File: config.mk
export PLATFORM = sky130hd
export DESIGN_NAME = punc_fetch
export DESIGN_NICKNAME = d
export VERILOG_FILES = /design/src/rtl/punc_fetch_pkg.sv /design/src/rtl/punc_fetch_buf.sv /design/src/rtl/punc_fetch.sv
export SDC_FILE = /design/constraint.sdc
export NUM_CORES = 1
export LEC_CHECK = 0
export BUFFER_PORTS_ARGS = -buffer_cell sky130_fd_sc_hd__clkbuf_2
export CAP_MARGIN = 20
export CORE_MARGIN = 3
export CORE_UTILIZATION = 54
export DETAILED_ROUTE_END_ITERATION = 10
export PLACE_DENSITY = 0.79
export SLEW_MARGIN = 20
export SYNTH_ARGS = -nofsm -noshare
export SYNTH_HDL_FRONTEND = slang
export SYNTH_SLANG_ARGS = --single-unit
File: constraint.sdc
create_clock -name clk -period 1.95 [get_ports clk]
set_input_delay 0.2925 -clock clk [delete_from_list [all_inputs] [get_ports clk]]
set_output_delay 0.2925 -clock clk [all_outputs]
set_load 0.03 [all_outputs]
File: src/rtl/punc_fetch_pkg.sv
// Shared types and constants for the PUNC LC-3 instruction fetch stage.
package punc_fetch_pkg;

    typedef enum logic {
        ST_FETCH  = 1'b0,
        ST_HALTED = 1'b1
    } fetch_state_t;

    localparam logic [3:0] OPC_HALT        = 4'hF;
    localparam int         FETCH_BUF_DEPTH = 2;
    localparam int         ENTRY_AW        = 16;
    localparam int         ENTRY_DW        = 16;

    typedef struct packed {
        logic [ENTRY_AW-1:0] pc;
        logic [ENTRY_DW-1:0] instr;
    } fetch_entry_t;

    function automatic logic is_halt(input logic [15:0] word);
        return word[15:12] == OPC_HALT;
    endfunction

endpackage

File: src/rtl/punc_fetch_buf.sv
// Two-entry FIFO between fetch and decode; flush wins over push and pop.
module punc_fetch_buf
    import punc_fetch_pkg::*;
(
    input  logic         clk,
    input  logic         rst,
    input  logic         push,
    input  fetch_entry_t push_data,
    input  logic         pop,
    input  logic         flush,
    output fetch_entry_t head,
    output logic         full,
    output logic         empty
);

    fetch_entry_t slot [FETCH_BUF_DEPTH];
    logic         rd_ptr;
    logic         wr_ptr;
    logic [1:0]   count;
    logic         do_pop;
    logic         do_push;

    assign do_pop  = pop && !empty;
    // a push into a full buffer is only legal when the head leaves this cycle
    assign do_push = push && (!full || do_pop);
    assign full    = (count == 2'(FETCH_BUF_DEPTH));
    assign empty   = (count == 2'd0);
    assign head    = slot[rd_ptr];

    always_ff @(posedge clk or negedge rst) begin
        if (!rst) begin
            slot[0] <= '0;
            slot[1] <= '0;
            rd_ptr  <= 1'b0;
            wr_ptr  <= 1'b0;
            count   <= 2'd0;
        end else if (flush) begin
            rd_ptr <= 1'b0;
            wr_ptr <= 1'b0;
            count  <= 2'd0;
        end else begin
            if (do_push) begin
                slot[wr_ptr] <= push_data;
                wr_ptr       <= ~wr_ptr;
            end
            if (do_pop) begin
                rd_ptr <= ~rd_ptr;
            end
            count <= count + {1'b0, do_push} - {1'b0, do_pop};
        end
    end

endmodule

File: src/rtl/punc_fetch.sv
// PUNC LC-3 fetch stage: PC, HALT/redirect control, 2-entry output buffer.
// Define PUNC_FETCH_STALL_CNT_EN to build the saturating backpressure counter.
module punc_fetch
    import punc_fetch_pkg::*;
#(
    parameter int                    ADDR_WIDTH = 16,
    parameter int                    DATA_WIDTH = 16,
    parameter logic [ADDR_WIDTH-1:0] RESET_PC   = '0
) (
    input  logic                  clk,
    input  logic                  rst,
    output logic [ADDR_WIDTH-1:0] mem_addr,
    input  logic [DATA_WIDTH-1:0] mem_data,
    input  logic                  redirect_valid,
    input  logic [ADDR_WIDTH-1:0] redirect_pc,
    output logic                  instr_valid,
    output logic [DATA_WIDTH-1:0] instr,
    output logic [ADDR_WIDTH-1:0] instr_pc,
    input  logic                  instr_ready,
    output logic                  halted,
    output logic [15:0]           stall_count
);

    fetch_state_t          state;
    logic [ADDR_WIDTH-1:0] pc;
    fetch_entry_t          head;
    fetch_entry_t          push_data;
    logic                  full;
    logic                  empty;
    logic                  pop;
    logic                  fetch;

    assign pop       = instr_valid && instr_ready;
    assign fetch     = (state == ST_FETCH) && (!full || pop) && !redirect_valid;
    assign push_data = '{pc: ENTRY_AW'(pc), instr: ENTRY_DW'(mem_data)};

    assign mem_addr    = pc;
    assign instr_valid = !empty;
    assign instr       = DATA_WIDTH'(head.instr);
    assign instr_pc    = ADDR_WIDTH'(head.pc);

    always_ff @(posedge clk or negedge rst) begin
        if (!rst) begin
            state  <= ST_FETCH;
            pc     <= RESET_PC;
            halted <= 1'b0;
        end else if (redirect_valid) begin
            state  <= ST_FETCH;
            pc     <= redirect_pc;
            halted <= 1'b0;
        end else if (fetch) begin
            // HALT is enqueued like any word, but the PC parks on it
            if (is_halt(16'(mem_data))) begin
                state  <= ST_HALTED;
                halted <= 1'b1;
            end else begin
                pc <= pc + ADDR_WIDTH'(1);
            end
        end
    end

    punc_fetch_buf u_buf (
        .clk       (clk),
        .rst       (rst),
        .push      (fetch),
        .push_data (push_data),
        .pop       (pop),
        .flush     (redirect_valid),
        .head      (head),
        .full      (full),
        .empty     (empty)
    );

`ifdef PUNC_FETCH_STALL_CNT_EN
    always_ff @(posedge clk or negedge rst) begin
        if (!rst) begin
            stall_count <= 16'h0000;
        end else if (instr_valid && !instr_ready && (stall_count != 16'hFFFF)) begin
            stall_count <= stall_count + 16'h0001;
        end
    end
`else
    assign stall_count = 16'h0000;
`endif

endmodule

# Word-level counts from Yosys, hierarchy flattened
# Index checks and enable logic that the tools add are counted.
[totals]
ff_bits = 85
in_bits = 36
elab_cells = 60
[classes]
n_addsub = 3
n_lt_le_gt_ge = 3
n_eq_ne = 3
n_mux = 17
bitwise_logic = 6
n_reduce_logical = 19
[ops]
columns = ["operator", "n"]
rows = [
  ["32-bit two-way mux", 4],
  ["64-bit bitwise mux", 1],
  ["16-bit two-way mux", 3],
  ["32-bit demux with 1-bit select", 1],
  ["16-bit by 1-bit adder with 16-bit output (second input constant)", 1],
  ["2-bit nonzero test", 4],
  ["1-bit two-way mux", 7],
  ["1-bit logical AND", 6],
  ["2-bit AND reduction", 3],
  ["4-bit equality test (second input constant)", 1],
  ["2-bit >= comparator (second input constant)", 2],
  ["1-bit NOT", 4],
  ["1-bit NOT with 2-bit output", 2],
  ["1-bit zero test", 3],
  ["2-bit by 1-bit adder with 2-bit output", 1],
  ["2-bit equality test (second input constant)", 1],
  ["2-bit zero test", 1],
  ["1-bit logical OR", 2],
  ["2-bit by 1-bit < comparator with 1-bit output (second input constant)", 1],
  ["2-bit two-way mux", 1],
  ["2-bit inequality test (second input constant)", 1],
  ["2-bit by 1-bit subtractor with 2-bit output", 1],
]

# Longest topological paths before layout
[logic_depth]
word_depth = 10
mapped_depth = 7
depth_no_buf = 7

# By module
# From an unflattened synthesis, not the netlist that was laid out.
[unflattened]
hier_cells = 339
area_unflattened_um2 = 4360.4
[by_module_without_submodules]
columns = ["module", "instances", "cells_per_inst", "area_each_um2", "seq_area_each_um2"]
rows = [
  ["punc_fetch_buf", 1, 196, 3109.2, 1701.6],
  ["punc_fetch", 1, 143, 1251.2, 425.4],
]

# Worst setup path after synthesis
# OpenSTA, ideal clock, no wires.
[synth_timing]
path_type = "register -> register"
start = "register pc[0], in the netlist mem_addr[0]"
end = "register pc[12], in the netlist mem_addr[12]"
arrival_time_ns = 1.854
slack_ns = -0.025
stages_incl_launch_ff = 6
path_buffers = 0
synth_period_minus_slack_ns = 1.975
cell_sequence = "dfrtp_1 ha_1 nand3_2 or4_1 mux2_2 o211a_1"
[synth_between]
elab_chain_cells = 4
[synth_rtl]
columns = ["element", "line", "rtl"]
rows = [
  ["start: declaration", "punc_fetch.sv:25", "logic [ADDR_WIDTH-1:0] pc;"],
  ["start signal: assignment", "punc_fetch.sv:49", "pc <= redirect_pc;"],
  ["start signal: assignment", "punc_fetch.sv:57", "pc <= pc + ADDR_WIDTH'(1);"],
  ["16-bit by 1-bit adder with 16-bit output", "punc_fetch.sv:57", ""],
  ["16-bit two-way mux", "punc_fetch.sv:53", "if (is_halt(16'(mem_data))) begin"],
  ["16-bit two-way mux", "punc_fetch.sv:51", "end else if (fetch) begin"],
  ["16-bit two-way mux", "punc_fetch.sv:47", "end else if (redirect_valid) begin"],
]
# No other way between the ends. The select of a mux whose other input is x is not followed.
# A chain may end at the register's enable or synchronous reset.

# Final worst setup path
[layout_timing]
start = "register u_buf.rd_ptr"
end = "output instr_pc[3]"
[layout_between]
elab_chain_cells = 4
[layout_rtl]
columns = ["element", "line", "rtl"]
rows = [
  ["start: declaration", "punc_fetch_buf.sv:17", "logic rd_ptr;"],
  ["start signal: assignment", "punc_fetch_buf.sv:47", "rd_ptr <= ~rd_ptr;"],
  ["1-bit NOT with 2-bit output (not written as such)", "punc_fetch_buf.sv:28", "assign head = slot[rd_ptr];"],
  ["32-bit two-way mux (not written as such) (3 in series)", "punc_fetch_buf.sv:28", ""],
  ["end: declaration", "punc_fetch.sv:18", "output logic [ADDR_WIDTH-1:0] instr_pc,"],
]
# No other way between the ends. The select of a mux whose other input is x is not followed.

==> flow_metrics.tcl <==
set metrics [dict create \
    status "completed" \
    setup.worst_path.start "u_buf.rd_ptr" \
    area_growth_pct 17.4 \
    synth_edf_count 0 \
    netlist_area_sq_um 4310 \
    io_buffers 85 \
    post_dp_cell_area_sq_um 4830 \
    cts_tree "built" \
    htree_levels 3 \
    tightest_slew_ns 0.508 \
    routabilityCongestion 0.834 \
    combPwrFrac_pct 45.5 \
    p_switching_mw 3.18 \
    drtPass1Iterations 5 \
    initial_core_util_pct 57.6 \
    grt_pass1_vias 3167 \
    ys_types 52 \
    synth_top_area_share_pct 49.3 \
    synthTopCellsByArea "dfrtp_1 49%, mux2_2 24%, buf_4 3.1%" \
    syn_avg_cell_area_sq_um 12.3 \
    r2r_end "mem_addr[12]" \
    via_per_inst 5.62 \
    final_nets 482 \
    wl_um 9230 \
    cp.required_ns 1.66 \
    hpwl_um 6690 \
    startpoint_type "flip-flop" \
    finalPower_mw 7.96 \
    cp_data_arrival_time_ns 1.53 \
    die_h_um 95.4 \
    yosysTopAreaCell "dfrtp_1" \
    ys_seq_area_share_pct 49.3 \
    fin_area_sq_um 5060 \
    p_clk_share_pct 17.4 \
    clock_sinks 85 \
    wl_per_cell_um 16.9 \
    power.internal_mw 4.78 \
    critPathMaxFanout 23 \
    endpoint_kind "output port" \
    p_leak_nw 2.31 \
    core_sq_um 7490 \
    synth_cells 350 \
    clk_path_buf_depth 2 \
    post-route-drc-count 0 \
    grt_remaining_overflow 0 \
    cts_setup_buffers 0 \
    grt_first_pass_wirelength_um 15200 \
    skew_ns 0.00996 \
    fin_util_pct 67.6 \
    vdd_drop_max_mv 1.05 \
    r2r_start "mem_addr[1]" \
    r2r_slack_ns 0.13 \
    postRouteAntennaNets 0 \
    io_pins 102 \
    worstRegToRegCells 5 \
    clk_latency_ns 0.35 \
    num_vias 3073 \
    antenna_found_initial 0 \
    synthArstFlopShare_pct 100 \
    synth_seq_cells 85 \
    fmax_ghz 0.549 \
    max_cap_viol_count 0 \
    p_sw_share_pct 40.0 \
    grt_max_degree 39 \
    setup_violations 0 \
    cts_buffers 9 \
    slew_viol_final 0 \
    layout-drive-gt1-share_pct 50.4 \
    drt_iter0_drc 140 \
    rows 31 \
    finalHoldViolations 0 \
    period_share_pct 93.4 \
    cts-root-buf "clkbuf_8" \
    track_usage_pct 21.8 \
    ys.flop_type "dfrtp_1" \
    path_class "reg -> out" \
    min_path_type "in -> reg" \
    diodes 0 \
    period_minus_slack_ns 1.82 \
    path_clk_slew_ns 0.09 \
    die_area_sq_um 9100 \
    crit_end "instr_pc[3]" \
    die_w_um 95.4 \
    pwr-share-seq_pct 37.1 \
    rsz0062_at_grt "false" \
    tns_ns 0 \
    yosysWarnings 0 \
    relSlewSlack_pct 66.1 \
    power_density_nw_per_um2 1570 \
]
## power groups by stage
stage          sequential (mW)  combinational, mW  clock (mW)
2_1_floorplan             2.94               2.71           0
3_3_place_gp              2.91               3.58           0
3_5_place_dp              2.98               3.66           0
4_1_cts                   2.95               3.68        1.42
5_1_grt                   3.05               3.90        1.49
6_report                  2.95               3.63        1.38
## worst max-delay path: stages (launching register included)
cell	delay, ns
dfrtp_1	0.37
buf_6	0.24
mux2_2	0.37
clkbuf_2	0.19
## flip-flops by register name, summed over array words and instances, names as in the netlist
register      count
state             1
u_buf.count       2
u_buf.wr_ptr      1
u_buf.slot       64
mem_addr         16
u_buf.rd_ptr      1
## routing by layer
metal  vias to the layer above  share of wire, %  routed length, um  global-route usage (%)
met2                       114                50               4590                    36.5
li1                       1422                 -                  -                       -
met3                        13               7.3                675                    4.89
met4                         0               1.3                119                    8.53
met5                         -                 0                  0                       0
met1                      1524                42               3840                    27.5
## worst min-delay path by stage
stage	startpoint	endpoint	slack [ns]	depth (start not counted)
5_1_grt	redirect_pc[12]	mem_addr[12]	0.16	2
4_1_cts	redirect_pc[12]	mem_addr[12]	0.16	2
3_3_place_gp	rst	mem_addr[7]	0.29	1
3_5_place_dp	rst	mem_addr[9]	0.30	1
2_1_floorplan	rst	mem_addr[0]	-0.003	0
6_report	redirect_pc[12]	mem_addr[12]	0.17	2
## cells in the final DEF (no fill, tap or decap), types with 2 or more instances in the layout
cell type and instances:
a21oi_1 2, a31o_2 2, a31oi_1 5, and2_1 4
and4_1 3, buf_12 3, buf_4 16, bufinv_16 2
clkbuf_2 84, clkbuf_8 9, clkinv_4 2, conb_1 16
dfrtp_1 83, dfrtp_2 2, ha_1 3, inv_1 7
inv_6 2, mux2_1 4, mux2_2 93, mux2i_1 2
nand2_1 12, nand3_1 9, nand3_2 2, nand4_1 8
nor2_1 13, nor3_1 10, nor3_2 2, nor3b_1 2
nor4_1 6, o21ai_0 3, o22ai_1 4, or2_2 2
or4_1 5, xnor2_1 2, xor2_1 2
## what timing repair did
item / 4_1_cts / 5_1_grt
endpoints found under the hold margin: 36 / 0
resized for setup: 0 / 1
hold buffers: 1 / 0
setup endpoints to repair: 0 / 21
## area by class of cell
| class | instances | area, sq um |
|---|---|---|
| clock buffer | 10 | 128 |
| clock inverter | 6 | 95.1 |
| timing repair buffer | 105 | 622 |
| tap | 99 | 124 |
| sequential | 85 | 2130 |
| inverter | 7 | 26.3 |
| fill | 575 | 2420 |
| multi-input combinational | 235 | 1940 |
## synthesized netlist by cell type, drive strengths merged (6+ instances only)
cell type	count
a31oi	6
buf	25
clkbuf	12
dfrtp	85
inv	7
mux2	97
nand2	13
nand3	11
nand4	8
nor2	13
nor3	13
nor4	6
## kinds of logic after synthesis
family / count (synthesis) / share of synthesized area (%)
buf+inv: 45 / 7.17
mux: 99 / 25.8
other cells: 1 / 0.0869
fa+ha+maj: 3 / 0.870
xor+xnor: 4 / 0.812
simple gates: 88 / 11.7
flops: 85 / 49.3
compound gates: 25 / 4.24
## through the flow
step	hold slack, ns	worst slack [ns]	cells
after floorplan	-0.00309	0.0967	365
after global placement	0.293	0.175	530
after detailed placement	0.302	0.150	530
after CTS	0.162	0.0375	547
after global routing	0.160	0.0306	547
final	0.172	0.129	547
Note: power is estimated with default switching activity, not from simulation.
